==> src/rtl/sram_mem_ctrl_if.sv <==
// Bus bundle between the MEM-stage pipeline and the data-memory controller,
// including the pin-level signals toward the external asynchronous SRAM.
interface sram_mem_ctrl_if #(
  parameter int unsigned ADDR_W = 18
);
  logic              Mem_R_En;
  logic              Mem_W_En;
  logic [31:0]       Addr;
  logic [31:0]       Wr_Data;
  logic [31:0]       Rd_Data;
  logic              Ready;
  logic [ADDR_W-1:0] SRAM_Addr;
  logic [15:0]       SRAM_Dout;
  logic [15:0]       SRAM_Din;
  logic              SRAM_DQ_Oe;
  logic              SRAM_WE_N;

  modport slave (
    input  Mem_R_En, Mem_W_En, Addr, Wr_Data, SRAM_Din,
    output Rd_Data, Ready, SRAM_Addr, SRAM_Dout, SRAM_DQ_Oe, SRAM_WE_N
  );

  modport master (
    output Mem_R_En, Mem_W_En, Addr, Wr_Data, SRAM_Din,
    input  Rd_Data, Ready, SRAM_Addr, SRAM_Dout, SRAM_DQ_Oe, SRAM_WE_N
  );
endinterface

==> src/rtl/sram_mem_ctrl.sv <==
// MEM-stage data-memory controller: splits each 32-bit load/store into two
// 16-bit asynchronous SRAM accesses and holds Ready low until it completes.
module sram_mem_ctrl #(
  parameter logic [31:0] BASE_ADDR = 32'd1024,
  parameter int unsigned ADDR_W    = 18,
  parameter int unsigned WAIT      = 2
) (
  input  logic           clk,
  input  logic           rst,
  sram_mem_ctrl_if.slave bus
);
  localparam int unsigned      IDX_W    = ADDR_W - 1;
  localparam int unsigned      CNT_W    = (WAIT > 2) ? $clog2(WAIT) : 1;
  localparam logic [CNT_W-1:0] CNT_LAST = CNT_W'(WAIT - 1);

  typedef enum logic [1:0] {IDLE, LO, HI, DONE} state_t;

  state_t            state;
  logic [CNT_W-1:0]  cnt;
  logic [IDX_W-1:0]  idx;
  logic [31:0]       data;
  logic              wr;
  logic [31:0]       rd_data;
  logic [ADDR_W-1:0] sram_addr;
  logic [15:0]       sram_dout;
  logic              sram_oe;
  logic              sram_we_n;

  logic              req;
  logic [IDX_W-1:0]  req_idx;
  logic [CNT_W-1:0]  cnt_inc;
  logic              half_last;

  assign req       = bus.Mem_R_En | bus.Mem_W_En;
  assign req_idx   = IDX_W'((bus.Addr - BASE_ADDR) >> 2);
  assign cnt_inc   = cnt + CNT_W'(1);
  assign half_last = (cnt == CNT_LAST);

  // Freeze begins in the same cycle a request appears; release in DONE.
  assign bus.Ready      = ((state == IDLE) && !req) || (state == DONE);
  assign bus.Rd_Data    = rd_data;
  assign bus.SRAM_Addr  = sram_addr;
  assign bus.SRAM_Dout  = sram_dout;
  assign bus.SRAM_DQ_Oe = sram_oe;
  assign bus.SRAM_WE_N  = sram_we_n;

  // SRAM pin values are loaded one edge ahead so they are registered yet
  // valid for the whole cycle they belong to.
  always_ff @(posedge clk or negedge rst) begin
    if (!rst) begin
      state     <= IDLE;
      cnt       <= '0;
      idx       <= '0;
      data      <= '0;
      wr        <= 1'b0;
      rd_data   <= '0;
      sram_addr <= '0;
      sram_dout <= '0;
      sram_oe   <= 1'b0;
      sram_we_n <= 1'b1;
    end else begin
      case (state)
        IDLE: begin
          if (req) begin
            idx       <= req_idx;
            data      <= bus.Wr_Data;
            wr        <= bus.Mem_W_En;
            cnt       <= '0;
            sram_addr <= {req_idx, 1'b0};
            sram_dout <= bus.Wr_Data[15:0];
            sram_oe   <= bus.Mem_W_En;
            sram_we_n <= !bus.Mem_W_En;
            state     <= LO;
          end
        end
        LO: begin
          if (half_last) begin
            if (!wr) rd_data[15:0] <= bus.SRAM_Din;
            cnt       <= '0;
            sram_addr <= {idx, 1'b1};
            sram_dout <= data[31:16];
            sram_we_n <= !wr;
            state     <= HI;
          end else begin
            cnt       <= cnt_inc;
            sram_we_n <= !(wr && (cnt_inc != CNT_LAST));
          end
        end
        HI: begin
          if (half_last) begin
            if (!wr) rd_data[31:16] <= bus.SRAM_Din;
            cnt       <= '0;
            sram_oe   <= 1'b0;
            sram_we_n <= 1'b1;
            state     <= DONE;
          end else begin
            cnt       <= cnt_inc;
            sram_we_n <= !(wr && (cnt_inc != CNT_LAST));
          end
        end
        DONE: state <= IDLE;
        default: state <= IDLE;
      endcase
    end
  end
endmodule

==> src/flat_wrapper.sv <==
// flat-port wrapper written by rule: the top's interface ports become plain ports
module sram_mem_ctrl_flat 
#(
  parameter logic [31:0] BASE_ADDR = 32'd1024,
  parameter int unsigned ADDR_W    = 18,
  parameter int unsigned WAIT      = 2
)
  (clk, rst, bus_Mem_R_En, bus_Mem_W_En, bus_Addr, bus_Wr_Data, bus_SRAM_Din, bus_Rd_Data, bus_Ready, bus_SRAM_Addr, bus_SRAM_Dout, bus_SRAM_DQ_Oe, bus_SRAM_WE_N);
  sram_mem_ctrl_if #(.ADDR_W(ADDR_W)) bus_i ();
  input  logic clk;
  input  logic rst;
  input wire logic [$bits(bus_i.Mem_R_En)-1:0] bus_Mem_R_En;
  input wire logic [$bits(bus_i.Mem_W_En)-1:0] bus_Mem_W_En;
  input wire logic [$bits(bus_i.Addr)-1:0] bus_Addr;
  input wire logic [$bits(bus_i.Wr_Data)-1:0] bus_Wr_Data;
  input wire logic [$bits(bus_i.SRAM_Din)-1:0] bus_SRAM_Din;
  output wire logic [$bits(bus_i.Rd_Data)-1:0] bus_Rd_Data;
  output wire logic [$bits(bus_i.Ready)-1:0] bus_Ready;
  output wire logic [$bits(bus_i.SRAM_Addr)-1:0] bus_SRAM_Addr;
  output wire logic [$bits(bus_i.SRAM_Dout)-1:0] bus_SRAM_Dout;
  output wire logic [$bits(bus_i.SRAM_DQ_Oe)-1:0] bus_SRAM_DQ_Oe;
  output wire logic [$bits(bus_i.SRAM_WE_N)-1:0] bus_SRAM_WE_N;
  assign bus_i.Mem_R_En = bus_Mem_R_En;
  assign bus_i.Mem_W_En = bus_Mem_W_En;
  assign bus_i.Addr = bus_Addr;
  assign bus_i.Wr_Data = bus_Wr_Data;
  assign bus_i.SRAM_Din = bus_SRAM_Din;
  assign bus_Rd_Data = bus_i.Rd_Data;
  assign bus_Ready = bus_i.Ready;
  assign bus_SRAM_Addr = bus_i.SRAM_Addr;
  assign bus_SRAM_Dout = bus_i.SRAM_Dout;
  assign bus_SRAM_DQ_Oe = bus_i.SRAM_DQ_Oe;
  assign bus_SRAM_WE_N = bus_i.SRAM_WE_N;
  sram_mem_ctrl #(.BASE_ADDR(BASE_ADDR), .ADDR_W(ADDR_W), .WAIT(WAIT)) u_core (.clk(clk), .rst(rst), .bus(bus_i));
endmodule
==> config.mk <==
export PLATFORM = sky130hd
export DESIGN_NAME = sram_mem_ctrl_flat
export DESIGN_NICKNAME = d
export VERILOG_FILES = /design/src/rtl/sram_mem_ctrl_if.sv /design/src/rtl/sram_mem_ctrl.sv /design/src/flat_wrapper.sv
export SDC_FILE = /design/constraint.sdc
export NUM_CORES = 1
export LEC_CHECK = 0
export CORE_MARGIN = 5
export CORE_UTILIZATION = 45
export DETAILED_ROUTE_END_ITERATION = 8
export GPL_ROUTABILITY_DRIVEN = 0
export PLACE_DENSITY_LB_ADDON = 0.1
export SYNTH_ARGS = -nofsm -noshare
export SYNTH_HDL_FRONTEND = slang
export SYNTH_SLANG_ARGS = --single-unit
==> constraint.sdc <==
create_clock -name clk -period 2.5 [get_ports clk]
set_clock_uncertainty 0.05 [all_clocks]
set_input_delay 0.375 -clock clk [delete_from_list [all_inputs] [get_ports clk]]
set_output_delay 0.375 -clock clk [all_outputs]
set_load 0.03 [all_outputs]
## Yosys cells after proc, flatten, opt, wreduce, memory -nomap -nowiden

Index checks and enable logic that the tools add are counted.

| storage, ports and cells | value |
|---|---|
| register bits | 121 |
| latch bits | 0 |
| RAM bits | 0 |
| memory bits (read-only) | 0 |
| input port bits | 84 |
| output and inout port bits | 69 |
| word-level logic and storage cells | 63 |
| memories | 0 |

| operators by class | value |
|---|---|
| add/subtract/negate cells | 2 |
| multiply operators | 0 |
| divide/modulo/power cells | 0 |
| $lt $le $gt $ge | 0 |
| eq/ne operators | 6 |
| shift-type cells | 0 |
| mux-type cells | 20 |
| bitwise operators | 3 |
| reductions and logical operators | 21 |

Operators by type and width:

| cell | number |
|---|---|
| 18-bit 2-to-1 mux | 2 |
| 18-bit case mux with 2 select lines | 1 |
| 16-bit 2-to-1 mux | 2 |
| 16-bit case mux with 2 select lines | 1 |
| 19-bit by 11-bit subtractor with 19-bit output (second input constant) | 1 |
| 3-bit AND reduction | 5 |
| 2-bit case mux with 4 select lines | 1 |
| 1-bit 2-to-1 mux | 7 |
| 2-bit 2-to-1 mux | 3 |
| 2-bit by 1-bit inequality test with 1-bit output (second input constant) | 3 |
| 2-bit AND reduction | 3 |
| 2-bit nonzero test | 3 |
| 2-bit == test (second input constant) | 2 |
| 1-bit zero test | 4 |
| 1-bit case mux with 2 select lines | 2 |
| 1-bit case mux with 3 select lines | 1 |
| 3-bit nonzero test | 1 |
| 2-bit by 1-bit == test with 1-bit output (second input constant) | 1 |
| 1-bit logical AND | 2 |
| 2-bit zero test | 1 |
| 1-bit NOT | 2 |
| 2-bit OR reduction | 1 |
| 1-bit adder (second input constant) | 1 |
| 1-bit logical OR | 1 |
| 1-bit bitwise OR | 1 |

## Depth between registers and ports, before layout

Gate-level depths: netlist of the first run.

| depth | value |
|---|---|
| depth after elaboration | 6 |
| mapped depth | 9 |
| mapped depth without buffers | 6 |

## Worst setup path before layout of the first run

OpenSTA, ideal clock, no wires.

| timing path | value |
|---|---|
| kind | register to output |
| from | register u_core.state[0] |
| to | output bus_Ready |
| arrival | 1520 ps |
| required time | 2075 ps |
| slack | 555 ps |
| cell stages (with the launch flop) | 7 |
| path buffers | 2 |
| cells stage by stage | dfrtp_1 -> inv_1 -> ha_1 -> buf_4 -> or3b_1 -> buf_2 -> nand2b_1 |

| between the ends | value |
|---|---|
| longest elaborated chain between the ends | 3 |
| elaborated cells on any way between the ends | 4 |
| those cells by class | eq/ne: 1; reduce/logical: 3 |

RTL lines:

| element | line | source |
|---|---|---|
| from (decl) | sram_mem_ctrl.sv:18 | `state_t state;` |
| from (signal assigned) | sram_mem_ctrl.sv:51 | `state <= IDLE;` |
| from (signal assigned) | sram_mem_ctrl.sv:73 | `state <= LO;` |
| from (signal assigned) | sram_mem_ctrl.sv:83 | `state <= HI;` |
| 2-bit zero test | sram_mem_ctrl.sv:40 | `assign bus.Ready = ((state == IDLE) && !req) \|\| (state == DONE);` |
| 1-bit logical AND | sram_mem_ctrl.sv:40 |  |
| 1-bit logical OR (*) | sram_mem_ctrl.sv:40 |  |
| to (decl) | flat_wrapper.sv:18 | `output wire logic [$bits(bus_i.Ready)-1:0] bus_Ready;` |

Mark *: on every way between the ends. The rest lies on a longest branch, timed or not.

## Worst setup path in the final report of the first run

| timing path | value |
|---|---|
| from | register u_core.state[1] |
| to | output bus_Ready |

Same word-level chain as after synthesis.

==> flow_summary.json, run 1 <==
{
  "status": "complete, no violations",
  "ios": 153,
  "cts_resized": 0,
  "maxCapViolations": 0,
  "drv_slew": 0,
  "critPathLaunchType": "flip-flop",
  "layout_min_cycle_time_ns": 2.199,
  "io_buffers": 137,
  "routed_wl_um": 10020,
  "worstSetupEndpointType": "primary output",
  "cp_cell_sequence": "inv_1 -> ha_1 -> or3b_1 -> nand2b_1 -> buf_4",
  "path_class": "flip-flop to primary output",
  "cts-buffers-inserted": 9,
  "synth_ff_type": "dfrtp_1",
  "hold_path_class": "flip-flop to flip-flop",
  "yosysTopAreaCell": "dfrtp_1",
  "ant_nets": 0,
  "dr.pass1.iters": 4,
  "cts_buffer_depth": 2,
  "design_area_sq_mm": 0.006245,
  "cts_sinks": 105,
  "yosysWarnings": 0,
  "leakage_nw": 2.629,
  "synth_seq_area_share": 0.5809,
  "syn_nets": 449,
  "cts_tree": "built",
  "synth.top_cell.area_share": 0.5751,
  "synth_enable_flop_cells": 0,
  "synth_commonest_cells": "dfrtp_1 (104), mux2_2 (58), nand2_1 (42)",
  "tns_ns": 0,
  "p_sw_frac": 0.4136,
  "netSwitchingPower_mw": 3.589,
  "synth_cell_types": 37,
  "slowest_stage": "or3b_1",
  "yosysMostFrequentCell": "dfrtp_1",
  "peakVddDrop_mv": 0.5706,
  "worstSkewPairLatency_ns": 0.36,
  "dieArea_sq_mm": 0.01216,
  "period_share": 0.8797,
  "comb_power_share": 0.540,
  "antenna_found_initial": 0,
  "synthArstFlopShare": 1.000,
  "ctsHoldBuffers": 1,
  "fin_nets": 589,
  "viasPerCell": 4.991,
  "p_clk_frac": 0.111,
  "grt_pass1_vias": 3228,
  "dp_hpwl_um": 7301,
  "power_density_mw_per_mm2": 1390,
  "internal_power_mw": 5.088,
  "row_count": 36,
  "syn_avg_cell_area_sq_um": 12.61,
  "ctsHtreeMaxLevel": 3,
  "grt_pass1_wl_um": 15810,
  "grt_start_max_net_pins": 52,
  "track_usage": 0.1690,
  "tightest_slew_ns": 0.5944,
  "seq_power_share": 0.350,
  "cp_max_fo": 4,
  "setup_viol": 0,
  "placed_cell_area_sq_mm": 0.006058,
  "synth_area_sq_mm": 0.004526,
  "drcViolationCount": 0,
  "cp_data_required_time_ns": 2.08,
  "post-cts-setup-buffers": 0,
  "netlist_top_cells_area": "dfrtp_1 (58%), mux2_2 (14%), mux2i_1 (6.2%)",
  "grt_setup_unrepaired": "false",
  "synth_cells": 359,
  "relSlewSlack": 0.6038,
  "wl_per_cell_um": 15.73,
  "timing.hold.ws_ns": 0.4353,
  "ys_ff_latch": 105,
  "critPathMaxStageDelay_ns": 0.43,
  "fmax_ghz": 0.4547,
  "fp.dieH_um": 110.3,
  "drt-initial-drc-count": 92,
  "hold_violations": 0,
  "path_clk_slew_ns": 0.10,
  "antenna_cells": 0,
  "dr_total_vias": 3179,
  "area_growth_pct": 37.99,
  "cts_root_buf": "clkbuf_8",
  "drive_above_1_share": 0.1905,
  "dieWidth_um": 110.3,
  "start_util": 0.4630,
  "gr-total-overflow": 0,
  "crit_arrival_ns": 1.77,
  "core_area_sq_mm": 0.009774
}
==> layer usage <==
metal	routed length, um	global-route usage	vias to the layer above	part of all wire
met5	0	0	-	0
met4	166	0.05805	0	0.017
met3	808	0.04601	13	0.081
met2	4844	0.2821	96	0.48
met1	4198	0.2126	1543	0.42
li1	-	-	1527	-
==> critical path: cells and delay by family, from the launching register on <==
kind	cells	cell delay (ns)
flip-flops	1	0.41
adder cells (fa/ha/maj)	1	0.18
buffers and inverters	2	0.29
AND/OR/NAND/NOR	2	0.54
==> stage by stage <==
step | instances | utilization | worst slack (ns) | power, mW
floorplan | 359 | - | 0.5551 | 6.080
global placement | 620 | 0.6198 | 0.3125 | 7.692
detailed placement | 620 | 0.6198 | 0.3035 | 7.814
CTS | 637 | 0.6389 | 0.2737 | 8.794
global route | 637 | 0.6389 | 0.2245 | 9.273
finish | 637 | 0.6389 | 0.3008 | 8.677
==> power groups by stage <==
stage	clock network [mW]	logic, mW	registers [mW]
4_1_cts	0.999	4.75	3.04
3_3_place_gp	0	4.66	3.03
5_1_grt	1.08	5.04	3.16
2_1_floorplan	0	2.02	4.06
6_report	0.960	4.68	3.03
3_5_place_dp	0	4.74	3.07
==> state kept, by name (all words and copies together) (netlist names) <==
signal and cells:
u_core.bus.SRAM_DQ_Oe 1, u_core.bus.Rd_Data 32, u_core.bus.SRAM_Addr 18, u_core.wr 1, u_core.idx 17, u_core.data 16, u_core.bus.SRAM_WE_N 1, u_core.cnt 1
u_core.bus.SRAM_Dout 16, u_core.state 2
==> placed cells by master (no fill, tap or decap), types with 2 or more instances in the layout <==
cell type / count
a21oi_1: 5
a32oi_1: 3
buf_12: 2
buf_4: 12
clkbuf_8: 9
clkdlybuf4s50_1: 135
clkinv_2: 2
dfrtp_1: 104
ha_1: 5
inv_1: 6
inv_6: 3
mux2_2: 58
mux2i_1: 28
nand2_1: 42
nand2b_1: 4
nand4_1: 2
nor2_1: 10
nor3b_1: 2
o211ai_1: 2
o21ai_0: 37
o21ai_1: 6
xnor2_1: 6
==> logic make-up (layout without fill, tap and decap cells) <==
| group | Yosys count | in the layout | share of synthesized area |
|---|---|---|---|
| mux | 86 | 86 | 0.2062 |
| buf+inv | 27 | 172 | 0.03345 |
| compound gates | 59 | 59 | 0.07575 |
| fa+ha+maj | 6 | 6 | 0.01659 |
| flops | 105 | 105 | 0.5809 |
| xor+xnor | 7 | 7 | 0.01355 |
| simple gates | 69 | 69 | 0.07354 |
==> area by class of cell <==
cell class                      instances  area, sq um
Clock buffer                            9        123.9
Clock inverter                          7        52.55
Fill cell                             813         3530
Inverter                                6        22.52
Multi-Input combinational cell        227         1759
Sequential cell                       105         2629
Tap cell                              133        166.4
Timing Repair Buffer                  150         1491
==> worst paths after layout <==
| kind | endpoint | startpoint | cells past startpoint | slack (ns) |
|---|---|---|---|---|
| max | bus_Ready | u_core.state[1] | 5 | 0.30 |
| max reg2reg | u_core.bus.SRAM_Dout[9] | u_core.state[1] | 6 | 0.57 |
| min | u_core.bus.SRAM_Dout[3] | u_core.bus.SRAM_Dout[3] | 2 | 0.44 |
| min in group asynchronous | u_core.bus.Rd_Data[16] | rst | 2 | 0.50 |
| min reg2reg | u_core.bus.SRAM_Dout[3] | u_core.bus.SRAM_Dout[3] | 2 | 0.44 |
| max in group asynchronous | u_core.bus.SRAM_WE_N | rst | 3 | 1.20 |
Note: power is estimated with default switching activity, not from simulation.
==> run 2: changes to the inputs <==
- CELL_PAD_IN_SITES_DETAIL_PLACEMENT: default -> 0
- CELL_PAD_IN_SITES_GLOBAL_PLACEMENT: default -> 1
- CORE_UTILIZATION: 45 -> 35
==> run 2 against run 1 <==
Effect of this change:
- first-iteration DRC count rose by 48%
- sequential power is essentially flat
- die area rose by 26%
- critical path depth unchanged
- combinational power about the same
- final cell count is 6.3% higher
- count of clock-buffer cells in the layout up 2
- wire length increased by 4.8%
- maximum frequency up 0.94%
- global-route usage shrank 2.5 points
- power rose by 7.6%
- non-clock buffer count up 1
- critical path type unchanged
- critical endpoint unchanged
- highest routed layer unchanged
==> flow_summary.json, run 2 (synthesized netlist as in run 1, its figures left out) <==
{
  "status": "complete, no violations",
  "wl_met1_um": 4564,
  "start_util": 0.3572,
  "r2r_setup_slack_ns": 0.57,
  "p_sw_frac": 0.3864,
  "final_common_cell": "clkdlybuf4s50_1",
  "dr.pass1.iters": 4,
  "core_area_sq_mm": 0.01267,
  "min_to": "u_core.bus.SRAM_Addr[2]",
  "viasPerCell": 4.665,
  "cp_data_required_time_ns": 2.08,
  "internal_power_mw": 5.728,
  "timing.hold.ws_ns": 0.4339,
  "ios": 153,
  "worstSkewPairLatency_ns": 0.35,
  "dieWidth_um": 123.7,
  "tns_ns": 0,
  "design_area_sq_mm": 0.006470,
  "gr-total-overflow": 0,
  "layout_min_cycle_time_ns": 2.179,
  "cpLargestDelayFamily": "simple AND/OR/NAND/NOR gates",
  "final_util": 0.5106,
  "hold_violations": 0,
  "cp_cell_sequence": "inv_1 -> ha_1 -> or3b_1 -> nand2b_1 -> buf_4",
  "seq_power_share": 0.325,
  "cts_tree": "built",
  "worstSetupEndpointType": "primary output",
  "path_class": "flip-flop to primary output",
  "met3_length_um": 871,
  "antenna_cells": 0,
  "cts_root_buf": "clkbuf_16",
  "dp_cells": 660,
  "r2r-start": "u_core.state[1]",
  "wl_per_cell_um": 15.50,
  "area_growth_pct": 42.96,
  "path_buf_inv": 2,
  "ant_nets": 0,
  "grt_pass1_wl_um": 16850,
  "cp_max_fo": 4,
  "routed_wl_um": 10500,
  "power_mw": 9.336,
  "tightest_slew_ns": 0.3913,
  "crit_arrival_ns": 1.75,
  "dp_hpwl_um": 7600,
  "top_layer_used": "met4",
  "cts_resized": 0,
  "hold_path_class": "flip-flop to flip-flop",
  "period_share": 0.8715,
  "setup_viol": 0,
  "cts-buffers-inserted": 9,
  "wl_met2_um": 4887,
  "fp.dieH_um": 123.7,
  "cts_sinks": 105,
  "dieArea_sq_mm": 0.01530,
  "comb_power_share": 0.500,
  "drive_above_1_share": 0.1901,
  "leakage_nw": 2.709,
  "drv_slew": 0,
  "placed_cell_area_sq_mm": 0.006115,
  "power_density_mw_per_mm2": 1443,
  "relSlewSlack": 0.7391,
  "largest_reg_flops": 32,
  "final_cell_mix": "clkdlybuf4s50_1 (135), dfrtp_1 (104), mux2_2 (58)",
  "pre_cts_ws_ns": 0.2792,
  "fmax_ghz": 0.4590,
  "grt_pass1_vias": 3268,
  "critPathLaunchType": "flip-flop",
  "ctsHtreeMaxLevel": 3,
  "cts_buffer_depth": 2,
  "io_buffers": 137,
  "post-cts-setup-buffers": 0,
  "slowest_stage": "or3b_1",
  "r2r_cells": 6,
  "track_usage": 0.1439,
  "fin_nets": 590,
  "hp-start": "u_core.bus.SRAM_Addr[2]",
  "drt-initial-drc-count": 136,
  "path_clk_slew_ns": 0.07,
  "critPathMaxStageDelay_ns": 0.43,
  "grt_start_max_net_pins": 59,
  "p_clk_frac": 0.174,
  "fin_cells": 677,
  "peakVddDrop_mv": 0.5376,
  "netSwitchingPower_mw": 3.608,
  "maxCapViolations": 0,
  "reg2reg_to": "u_core.bus.Rd_Data[2]",
  "drcViolationCount": 0,
  "worstHoldPathCells": 2,
  "fin_ws_ns": 0.3212,
  "grt_setup_unrepaired": "false",
  "dr_total_vias": 3158,
  "row_count": 41,
  "antenna_found_initial": 0
}
-- run 2: cell type report --
cell class                      count  area [sq um]
Inverter                            6         22.52
Clock inverter                      5         102.6
Tap cell                          172         215.2
Multi-Input combinational cell    227          1759
Fill cell                        1182          6201
Timing Repair Buffer              151          1499
Clock buffer                       11         242.7
Sequential cell                   105          2629
-- run 2: worst max-delay path by stage --
stage / start / to / cells after the start
5_1_grt: u_core.state[0] / bus_Ready / 5
3_3_place_gp: bus_Mem_R_En / u_core.bus.SRAM_Addr[8] / 5
6_report: u_core.state[0] / bus_Ready / 5
3_5_place_dp: bus_Mem_W_En / u_core.bus.SRAM_Dout[6] / 5
4_1_cts: u_core.state[0] / bus_Ready / 5
2_1_floorplan: u_core.state[0] / bus_Ready / 6
-- run 2: layer usage --
layer | GRT usage | vias to the layer above
li1 | - | 1536
met1 | 0.1846 | 1512
met2 | 0.2214 | 96
met3 | 0.04859 | 14
met4 | 0.06228 | 0
met5 | 0 | -
-- run 2: repair_timing --
action,in CTS,in global routing
hold endpoints to repair,25,0
setup endpoints to repair,0,0
hold buffers,1,0
-- run 2: worst reg2reg max path, stage by stage (launching register included) --
cell and delay [ns]:
dfrtp_1 0.40, inv_1 0.12, ha_2 0.43, and2_1 0.25, nand2b_1 0.07, buf_4 0.20, mux2_2 0.29
-- run 2: power groups by stage --
stage / combinational (mW) / clock (mW) / sequential, mW
floorplan: 2.02 / 0 / 4.06
global placement: 4.72 / 0 / 3.04
detailed placement: 4.78 / 0 / 3.07
CTS: 4.78 / 1.68 / 3.05
global route: 5.08 / 1.74 / 3.16
finish: 4.67 / 1.63 / 3.04
